--- config.mk ---
export PLATFORM = sky130hd
export DESIGN_NAME = io_responder
export DESIGN_NICKNAME = d
export VERILOG_FILES = /design/src/rtl/io_responder_pkg.sv /design/src/rtl/io_responder_sync_fifo.sv /design/src/rtl/io_responder.sv
export SDC_FILE = /design/constraint.sdc
export NUM_CORES = 1
export LEC_CHECK = 0
export ABC_AREA = 1
export BUFFER_PORTS_ARGS = -buffer_cell sky130_fd_sc_hd__buf_2
export CAP_MARGIN = 5
export CORE_UTILIZATION = 45
export DETAILED_ROUTE_END_ITERATION = 10
export PLACE_DENSITY = 0.67
export SYNTH_ARGS = -nofsm -noshare
export SYNTH_HDL_FRONTEND = slang
export SYNTH_SLANG_ARGS = --single-unit
--- constraint.sdc ---
create_clock -name clk -period 4.86 [get_ports clk]
set_input_delay 0.243 -clock clk [delete_from_list [all_inputs] [get_ports clk]]
set_output_delay 0.243 -clock clk [all_outputs]
set_load 0.01 [all_outputs]
--- src/rtl/io_responder_pkg.sv ---
// Shared constants and helpers for the CPU I/O responder: default byte width,
// output FIFO depth and the saturating drop counter increment.
package io_responder_pkg;

  localparam int IO_WIDTH  = 8;
  localparam int IO_DEPTH  = 4;
  localparam int CNT_WIDTH = 8;

  function automatic logic [CNT_WIDTH-1:0] sat_inc(input logic [CNT_WIDTH-1:0] v);
    return (v == {CNT_WIDTH{1'b1}}) ? v : v + 1'b1;
  endfunction

endpackage

--- src/rtl/io_responder_sync_fifo.sv ---
// Synchronous FIFO: registered write, combinational head read, no fall-through.
// Caller must gate push against full and pop against empty.
module sync_fifo #(
  parameter int WIDTH = 8,
  parameter int DEPTH = 4
) (
  input  logic                   clk,
  input  logic                   async_nreset,
  input  logic                   push,
  input  logic [WIDTH-1:0]       wr_data,
  input  logic                   pop,
  output logic [WIDTH-1:0]       rd_data,
  output logic                   full,
  output logic                   empty,
  output logic [$clog2(DEPTH):0] level
);

  localparam int AW = $clog2(DEPTH);

  logic [WIDTH-1:0] mem [DEPTH];
  logic [AW:0]      wr_ptr;
  logic [AW:0]      rd_ptr;

  // Pointers carry one extra wrap bit so full and empty are distinguishable.
  assign full    = (wr_ptr[AW] != rd_ptr[AW]) && (wr_ptr[AW-1:0] == rd_ptr[AW-1:0]);
  assign empty   = (wr_ptr == rd_ptr);
  assign rd_data = mem[rd_ptr[AW-1:0]];

  always_ff @(posedge clk or negedge async_nreset) begin
    if (!async_nreset) begin
      wr_ptr <= '0;
      rd_ptr <= '0;
      level  <= '0;
    end else begin
      if (push) wr_ptr <= wr_ptr + 1'b1;
      if (pop)  rd_ptr <= rd_ptr + 1'b1;
      if (push && !pop)      level <= level + 1'b1;
      else if (pop && !push) level <= level - 1'b1;
    end
  end

  // Storage is not reset; the pointers alone define what is valid.
  always_ff @(posedge clk) begin
    if (push) mem[wr_ptr[AW-1:0]] <= wr_data;
  end

endmodule

--- src/rtl/io_responder.sv ---
// CPU I/O device end: OUT bytes queue to a valid/ready consumer, IN reads a holding register.
// No CPU backpressure: writes to a full FIFO are dropped and counted; IN has 1-cycle latency.
module io_responder
  import io_responder_pkg::*;
#(
  parameter int WIDTH = IO_WIDTH,
  parameter int DEPTH = IO_DEPTH
) (
  input  logic                   clk,
  input  logic                   async_nreset,
  input  logic [WIDTH-1:0]       cpu_io_data,
  input  logic                   cpu_io_write,
  output logic [WIDTH-1:0]       cpu_io_rdata,
  output logic [WIDTH-1:0]       out_data,
  output logic                   out_valid,
  input  logic                   out_ready,
  input  logic [WIDTH-1:0]       in_data,
  input  logic                   in_valid,
  input  logic                   ovf_clear,
  output logic [$clog2(DEPTH):0] level,
  output logic                   overflow,
  output logic [CNT_WIDTH-1:0]   drop_count
);

  logic full;
  logic empty;
  logic push;
  logic pop;
  logic drop;

  assign out_valid = !empty;
  assign pop       = out_valid && out_ready;
  // A pop on the same edge frees a slot, so a write to a full FIFO still lands.
  assign push      = cpu_io_write && (!full || pop);
  assign drop      = cpu_io_write && full && !pop;

  sync_fifo #(
    .WIDTH(WIDTH),
    .DEPTH(DEPTH)
  ) u_fifo (
    .clk          (clk),
    .async_nreset (async_nreset),
    .push         (push),
    .wr_data      (cpu_io_data),
    .pop          (pop),
    .rd_data      (out_data),
    .full         (full),
    .empty        (empty),
    .level        (level)
  );

  // A drop in the same cycle as a clear wins: the new count starts at one.
  always_ff @(posedge clk or negedge async_nreset) begin
    if (!async_nreset) begin
      overflow   <= 1'b0;
      drop_count <= '0;
    end else if (drop) begin
      overflow   <= 1'b1;
      drop_count <= ovf_clear ? CNT_WIDTH'(1) : sat_inc(drop_count);
    end else if (ovf_clear) begin
      overflow   <= 1'b0;
      drop_count <= '0;
    end
  end

  always_ff @(posedge clk or negedge async_nreset) begin
    if (!async_nreset)  cpu_io_rdata <= '0;
    else if (in_valid)  cpu_io_rdata <= in_data;
  end

endmodule

# == After elaboration in Yosys (flattened, before gate mapping) ==
# Memories as Yosys holds them, arrays and structs flattened.
# Index checks and enable logic that the tools add are counted.
# classes
addsub,5
n_eq_ne,5
muxes,10
n_reduce_logical,15
# op_table
op,count
two-way mux 8 bit,4
adder 3 x 1 -> 3 bit (second input constant),3
adder 8 x 1 -> 8 bit (second input constant),1
== test 8 bit (second input constant),1
logical AND 1 bit,7
two-way mux 3 bit,2
zero test 1 bit,4
two-way mux 1 bit,4
nonzero test 2 bit,2
== test 3 bit,1
subtractor 3 x 1 -> 3 bit (second input constant),1
== test 2 bit,1
!= test 2 bit (second input constant),1
AND reduction 2 bit,1
logical OR 1 bit,1
!= test 1 bit,1
# word_totals
regBits,26
ram_bits,32
input_bits,22
output_inout_bits,29
word_cells,42
mem_count,1
# mem_list
memory,words,word_bits,read_ports,rd_ports_with_merged_regs,write_ports,line,rtl
u_fifo.mem,4,8,1,0,1,io_responder_sync_fifo.sv:20,logic [WIDTH-1:0] mem [DEPTH];

# == Logic depth before layout (Yosys ltp) ==
# Gate-level depths: netlist of run 1.
# logic_depth
ltp_word,9
depth_mapped,13
mapped_depth_nobuf,12

# == Hierarchy ==
# Synthesis of run 1 repeated with hierarchy kept, for this count alone.
# unflattened
cells_unflattened,258
area_unflattened_um2,2727.6
# modules_own_cells
module,instances,cells_per_inst,area_per_inst_um2,seq_area_each_um2
sync_fifo,1,155,1814.2,1186.1
io_responder,1,103,913.4,425.4

# == Worst setup path before layout of run 1 ==
# Ideal clock, no wire load.
# synth_timing
kind,register to register
start,register u_fifo.rd_ptr[0]
end,register u_fifo.level[1]
setup_ns,0.125
arrival_time_ns,1.955
required_ns,4.735
setup_slack_ns,2.780
stages_incl_launch_ff,12
path_buffers,1
period_less_slack_ns,2.080
cell_sequence,dfrtp_1 -> buf_6 -> inv_8 -> nand2_4 -> nand2_4 -> nand2_4 -> o21ai_4 -> inv_2 -> ha_1 -> inv_1 -> fa_1 -> mux2_2
# synth_between
elab_chain_cells,8
word_cells_on_any_way,14
cone_classes,eq/ne (2); mux (1); reduce/logical (11)
# synth_lines
element,line,rtl
from (decl),io_responder_sync_fifo.sv:22,logic [AW:0] rd_ptr;
from (signal assigned),io_responder_sync_fifo.sv:36,if (pop) rd_ptr <= rd_ptr + 1'b1;
== test 3 bit / == test 2 bit (equally long branches),"io_responder_sync_fifo.sv:26, io_responder_sync_fifo.sv:25",
zero test 1 bit / logical AND 1 bit (equally long branches),"io_responder.sv:31, io_responder_sync_fifo.sv:25",
logical AND 1 bit / zero test 1 bit (equally long branches),"io_responder.sv:32, io_responder.sv:34",
logical OR 1 bit (*),io_responder.sv:34,assign push = cpu_io_write && (!full || pop);
logical AND 1 bit (*),io_responder.sv:34,
net push,io_responder.sv:27,logic push;
zero test 1 bit,io_responder_sync_fifo.sv:38,else if (pop && !push) level <= level - 1'b1;
logical AND 1 bit,io_responder_sync_fifo.sv:38,
nonzero test 2 bit (no source line),--,
to (signal assigned),io_responder_sync_fifo.sv:37,if (push && !pop) level <= level + 1'b1;
to (signal assigned),io_responder_sync_fifo.sv:38,
to (decl),io_responder_sync_fifo.sv:15,output logic [$clog2(DEPTH):0] level
# The timed path passes the listed nets; every way through them passes the cells marked *.
# A chain may end at the register's enable or synchronous reset.

# == Final worst setup path of run 1 ==
# Same ends and word-level chain as after synthesis.

==> results of run 1 <==
## logic make-up after synthesis
| family | Yosys count | share of synthesized area, % |
|---|---|---|
| compound gates | 34 | 7.358 |
| flops | 58 | 59.60 |
| fa+ha+maj | 8 | 3.980 |
| buf+inv | 29 | 5.136 |
| mux | 9 | 3.748 |
| simple gates | 95 | 17.91 |
| xor+xnor | 7 | 2.268 |
## worst paths after layout
kind	startpoint	to	slack [ns]
setup reg to reg	u_fifo.rd_ptr[0]$_DFFE_PN0P_	u_fifo.level[1]$_DFFE_PN0P_	2.30
max in group asynchronous	async_nreset	u_fifo.wr_ptr[0]$_DFFE_PN0P_	4.02
min in group asynchronous	async_nreset	drop_count[7]$_DFFE_PN0P_	0.45
hold / removal	cpu_io_data[1]	u_fifo.mem[3][1]$_DFFE_PP_	0.13
hold reg to reg	u_fifo.level[2]$_DFFE_PN0P_	u_fifo.level[2]$_DFFE_PN0P_	0.49
setup / recovery	u_fifo.rd_ptr[0]$_DFFE_PN0P_	u_fifo.level[1]$_DFFE_PN0P_	2.30
## sequential cells by signal, indices dropped and copies added (netlist names)
| name | cells |
|---|---|
| u_fifo.level | 3 |
| overflow | 1 |
| u_fifo.rd_ptr | 3 |
| cpu_io_rdata | 8 |
| u_fifo.wr_ptr | 3 |
| u_fifo.mem | 32 |
| drop_count | 8 |
## stage by stage
stage / instance area [µm²] / utilization [%] / hold WS (ns)
after CTS: 3233 / 57.31 / 0.1140
after floorplan: 2704 / - / -0.05259
after global placement: 3004 / 53.25 / 0.2781
after global routing: 3233 / 57.31 / 0.1141
final: 3233 / 57.31 / 0.1266
after detailed placement: 3004 / 53.25 / 0.2804
## power groups by stage
stage               clock [mW]  sequential (mW)  combinational [mW]
floorplan                    0            0.696               0.448
global placement             0            0.732               0.563
detailed placement           0            0.733               0.578
CTS                      0.495            0.725               0.581
global route             0.518            0.737               0.637
finish                   0.487            0.724               0.573
## worst max-delay path: cells and delay by family (launching register included)
kind	cells	cell delay (ns)
multiplexers	1	0.27
AO/OA/AOI/OAI	1	0.23
flip-flops	1	0.78
buffers and inverters	2	0.19
AND/OR/NAND/NOR	3	0.33
adder cells (fa/ha/maj)	2	0.63
## layout make-up
class | count | area [µm²] | share of cell area (%)
flip-flops and latches | 58 | 1612 | 49.85
multi-input cells | 153 | 953.4 | 29.49
repair buffers | 51 | 260.3 | 8.050
clock buffers | 11 | 141.4 | 4.373
inverters | 23 | 98.84 | 3.057
well taps | 72 | 90.09 | 2.786
clock inverters | 5 | 77.57 | 2.399
## metal layers
metal	vias up	GRT usage [%]
met4	0	8.909
met5	-	0
li1	928	-
met1	858	22.45
met3	6	5.486
met2	31	27.01
## cell usage in the layout, fill, tap and decap left out, types with 2 or more instances in the layout
cell type / Yosys / layout
clkbuf_8: 0 / 10
nor2_2: 3 / 3
inv_2: 4 / 4
clkinv_2: 0 / 2
buf_2: 2 / 50
a21oi_1: 3 / 3
nand2_1: 39 / 39
nand2_2: 2 / 2
edfxtp_1: 32 / 32
bufinv_16: 0 / 2
nand3_1: 16 / 16
nor2_1: 25 / 25
xor2_1: 4 / 4
o21ai_0: 19 / 19
ha_1: 7 / 7
xnor2_1: 3 / 3
dfrtp_1: 26 / 26
nand3_4: 2 / 2
o22ai_1: 8 / 8
mux2_2: 9 / 9
nand2_4: 6 / 6
inv_1: 17 / 17
==> results.yml, run 1 <==
placed_design:
  dp_cells: 356
  gp_congestion: 0.7776
  io_buffers: 50
  place_hpwl_um: 3465
  place_ws_ns: 2.307
final_layout:
  fillers: 473
  antenna_cells: 0
  num-nets-final: 326
  area_growth_syn_to_layout_pct: 19.57
  drive_above_1_share_pct: 32.23
  stdcell_count: 373
timing:
  setup_tns_ns: 0
  period_share_pct: 52.63
  period_needed_ns: 2.558
  finalHoldViolations: 0
  layout_setup_ws_ns: 2.302
  finalClockSkew_ns: 0.006821
  worst_pin_slew_ns: 0.7702
  rsz0062_at_grt: "no"
  slew_headroom_pct: 48.46
  timing.fmax_ghz: 0.3910
  maxSlewViolCount: 0
  finalSetupViolCount: 0
power:
  pwr-share-seq_pct: 40.6
  p_int_mw: 1.151
  power.total_mw: 1.783
  p_clk_share_pct: 27.3
  vdd_drop_max_uv: 246.0
  p_switching_mw: 0.6326
  p_sw_share_pct: 35.47
  powerDensity_nw_per_um2: 551.6
  p_leak_nw: 1.452
  p_comb_share_pct: 32.1
grt:
  grt_overflow: 0
  grt_max_degree: 27
  track_usage_pct: 17.64
  antenna_found_initial: 0
  grt_first_pass_wirelength_um: 8148
  first_global_vias: 1762
worst_setup_path:
  path_cells: "nand2_2 -> nand2_4 -> nand2_4 -> o21ai_4 -> inv_2 -> ha_1 -> inv_1 -> fa_1 -> mux2_2"
  critPathLaunchType: "register"
  worst-setup-path-type: "register to register"
  cpPeakStageDelay_ns: 0.78
  cp_slowest_cell: "dfrtp_1"
  cp_common_cell: "nand2_4"
  cp.required_ns: 5.07
  crit_path_end_kind: "register"
  crit_fanout: 19
  cp_data_arrival_time_ns: 2.77
  rr_worst_depth: 9
min_path:
  holdPathStages: 1
  hp-class: "input pin to register"
synthesis:
  synth_top_cell_by_area: "edfxtp_1"
  ys_types: 31
  avgSynthCellArea_um2: 11.27
  async_reset_ff_share_pct: 44.83
  synthCells: 240
  synth_most_common_cell: "nand2_1"
  ys_ff_latch: 58
  synth_top_area_share_pct: 35.54
  synth.area.top_cells: "edfxtp_1, dfrtp_1, nand2_1"
  syn-num-nets: 270
  synth_warnings: 0
  mappedNetlistArea_um2: 2704
  yosysSeqAreaShare_pct: 59.60
  synth_edf_count: 32
  ys.flop_type: "edfxtp_1"
  ys_top_cells_by_count: "nand2_1, edfxtp_1, dfrtp_1"
run_status:
  status: "completed"
cts:
  cts_tree: "done"
  cts.sinks: 58
  cts_inserted_buffers: 9
  path_clk_slew_ns: 0.07
  clk_path_buf_depth: 2
  cts_hold_buffers: 1
  clk_latency_ns: 0.33
  postCtsResizedCells: 0
  cts_setup_buffers: 0
  cts-root-buf: "clkbuf_8"
  cts_max_level: 3
die:
  core-area_um2: 5642
  fp.dieArea_um2: 6323
  io_pins: 51
  rows: 27
  die_width_um: 79.52
  dieHeight_um: 79.52
  start_util_pct: 47.93
detailed_routing:
  firstDrtPassIters: 4
  vias_per_cell: 4.887
  routed_wl_um: 4987
  postRouteAntennaNets: 0
  dr_wl_met2_um: 2392
  drcViolationCount: 0
  drtIter0Drc: 112
  post_drt_wl_per_cell_um: 13.37
  highest_layer: "met4"
  drt-met1-wl_um: 2359
  via_count: 1823
  met3RoutedLength_um: 171
job:
  drv_cap: 0
Note: power is estimated with default switching activity, not from simulation.
==> inputs of run 2 (changes only) <==
--- a/config.mk
+++ b/config.mk
@@ -10,7 +10,7 @@
 export CAP_MARGIN = 5
 export CORE_UTILIZATION = 45
 export DETAILED_ROUTE_END_ITERATION = 10
-export PLACE_DENSITY = 0.67
+export PLACE_DENSITY = 0.7
 export SYNTH_ARGS = -nofsm -noshare
 export SYNTH_HDL_FRONTEND = slang
 export SYNTH_SLANG_ARGS = --single-unit
==> constraint.sdc (replaced) <==
create_clock -name clk -period 2.2 [get_ports clk]
set_input_delay 0.11 -clock clk [delete_from_list [all_inputs] [get_ports clk]]
set_output_delay 0.11 -clock clk [all_outputs]
set_load 0.01 [all_outputs]
==> run 2 against run 1 <==
Against the previous run: non-clock buffer count grew 11; design area up 1.8%; utilization increased by 1.0 points; power grew 120%; routed wire length increased by 2.0%; via count increased by 1.5%; worst hold slack got worse by 0.11 ns; maximum frequency rose by 24%; combinational power rose by 140%; final cell count grew 2.9%; clock-buffer cell count rose by 2; register-to-register slack worse by 2.2 ns; largest power group unchanged; critical endpoint unchanged.
==> results.yml, run 2 (synthesized netlist as in run 1, its figures left out) <==
run_status:
  status: "completed"
placed_design:
  place_ws_ns: 0.1477
  dpl_cell_area_um2: 3042
  place_hpwl_um: 3489
  gp_congestion: 0.7849
  dp_cells: 361
  io_buffers: 50
timing:
  timing.fmax_ghz: 0.4838
  finalSetupViolCount: 0
  slew_headroom_pct: 48.86
  finalClockSkew_ns: 0.007989
  worst_pin_slew_ns: 0.7643
  period_share_pct: 93.96
  period_needed_ns: 2.067
  rsz0062_at_grt: "no"
  setup_tns_ns: 0
  holdWs_ns: 0.01826
  layout_setup_ws_ns: 0.1329
  maxSlewViolCount: 0
  finalHoldViolations: 0
min_path:
  hp-start: "cpu_io_data[7]"
  worstHoldEndpoint: "u_fifo.mem[3][7]$_DFFE_PP_"
  hp-class: "input pin to register"
  holdPathStages: 1
detailed_routing:
  postRouteAntennaNets: 0
  vias_per_cell: 4.818
  via_count: 1850
  firstDrtPassIters: 4
  routed_wl_um: 5089
  post_drt_wl_per_cell_um: 13.25
  drcViolationCount: 0
  drtIter0Drc: 99
die:
  io_pins: 51
  dieHeight_um: 79.52
  start_util_pct: 47.93
  fp.dieArea_um2: 6323
  core-area_um2: 5642
  die_width_um: 79.52
  rows: 27
cts:
  cts_tree: "done"
  cts_hold_buffers: 7
  cts-root-buf: "clkbuf_8"
  cts_inserted_buffers: 9
  cts_setup_buffers: 0
  clk_latency_ns: 0.33
  postCtsResizedCells: 0
  cts_max_level: 3
  clk_path_buf_depth: 2
  cts.sinks: 58
  path_clk_slew_ns: 0.06
worst_setup_path:
  r2r_setup_slack_ns: 0.13
  crit_fanout: 10
  worst-setup-path-type: "register to register"
  crit_path_end_kind: "register"
  r2r-end: "u_fifo.level[1]$_DFFE_PN0P_"
  cp_data_arrival_time_ns: 2.27
  rr_worst_depth: 10
  critPathLaunchType: "register"
  r2r_start: "u_fifo.rd_ptr[1]$_DFFE_PN0P_"
  cp.required_ns: 2.40
power:
  powerDensity_nw_per_um2: 1166
  vdd_drop_max_uv: 678.8
  power.total_mw: 3.838
  p_leak_nw: 1.483
final_layout:
  largest_reg_flops: 32
  area_growth_syn_to_layout_pct: 21.70
  num-nets-final: 337
  fin_area_um2: 3291
  drive_above_1_share_pct: 31.73
  antenna_cells: 0
  final_common_cell: "buf_2"
  post-route-util_pct: 58.33
  final_cell_mix: "buf_2, nand2_1, edfxtp_1"
  stdcell_count: 384
grt:
  grt_max_degree: 27
  track_usage_pct: 17.96
  grt_overflow: 0
  first_global_vias: 1743
  grt_first_pass_wirelength_um: 8362
  antenna_found_initial: 0
job:
  drv_cap: 0
## run 2: cell count changes in the layout (fill, tap and decap cells not counted)
cell,delta
clkbuf_8,-1
dlygate4sd3_1,+6
clkinvlp_4,-1
buf_4,+5
clkbuf_1,+3
bufinv_16,-1
## run 2: area by class of cell
cell class	instances	area, µm²
clock inverter	3	40.04
sequential	58	1612
tap	72	90.09
multi-input combinational	153	953.4
fill	464	2351
inverter	23	98.84
timing repair buffer	62	357.8
clock buffer	13	138.9
## run 2: critical path, stage by stage, from the launching register on
cell and delay (ns):
dfrtp_1 0.45, inv_6 0.13, nand2_4 0.05, nand2_4 0.07
nand2_4 0.07, o21ai_4 0.14, inv_2 0.06, ha_1 0.19
inv_1 0.10, fa_1 0.42, mux2_2 0.27
## run 2: power by group
part	leakage, nW	switching, mW	internal (mW)	total [mW]
combinational	0.772	0.849	0.543	1.39
clock	0.0914	0.385	0.521	0.906
sequential	0.620	0.146	1.39	1.54
## run 2: worst max path at each step
| stage | start | to | cells past startpoint |
|---|---|---|---|
| floorplan | u_fifo.rd_ptr[0]$_DFFE_PN0P_ | u_fifo.level[1]$_DFFE_PN0P_ | 11 |
| global placement | u_fifo.wr_ptr[1]$_DFFE_PN0P_ | u_fifo.level[1]$_DFFE_PN0P_ | 10 |
| detailed placement | u_fifo.rd_ptr[1]$_DFFE_PN0P_ | u_fifo.level[1]$_DFFE_PN0P_ | 10 |
| CTS | u_fifo.rd_ptr[1]$_DFFE_PN0P_ | u_fifo.level[1]$_DFFE_PN0P_ | 10 |
| global route | u_fifo.rd_ptr[1]$_DFFE_PN0P_ | u_fifo.level[1]$_DFFE_PN0P_ | 10 |
| finish | u_fifo.rd_ptr[1]$_DFFE_PN0P_ | u_fifo.level[1]$_DFFE_PN0P_ | 10 |
## run 2: metal layers
metal / up-vias / track usage [%] / part of all wire [%]
met1: 878 / 23.72 / 46
met4: 0 / 7.636 / 1.2
met5: - / 0 / 0
li1: 945 / - / -
met3: 4 / 5.600 / 3.6
met2: 23 / 27.18 / 49
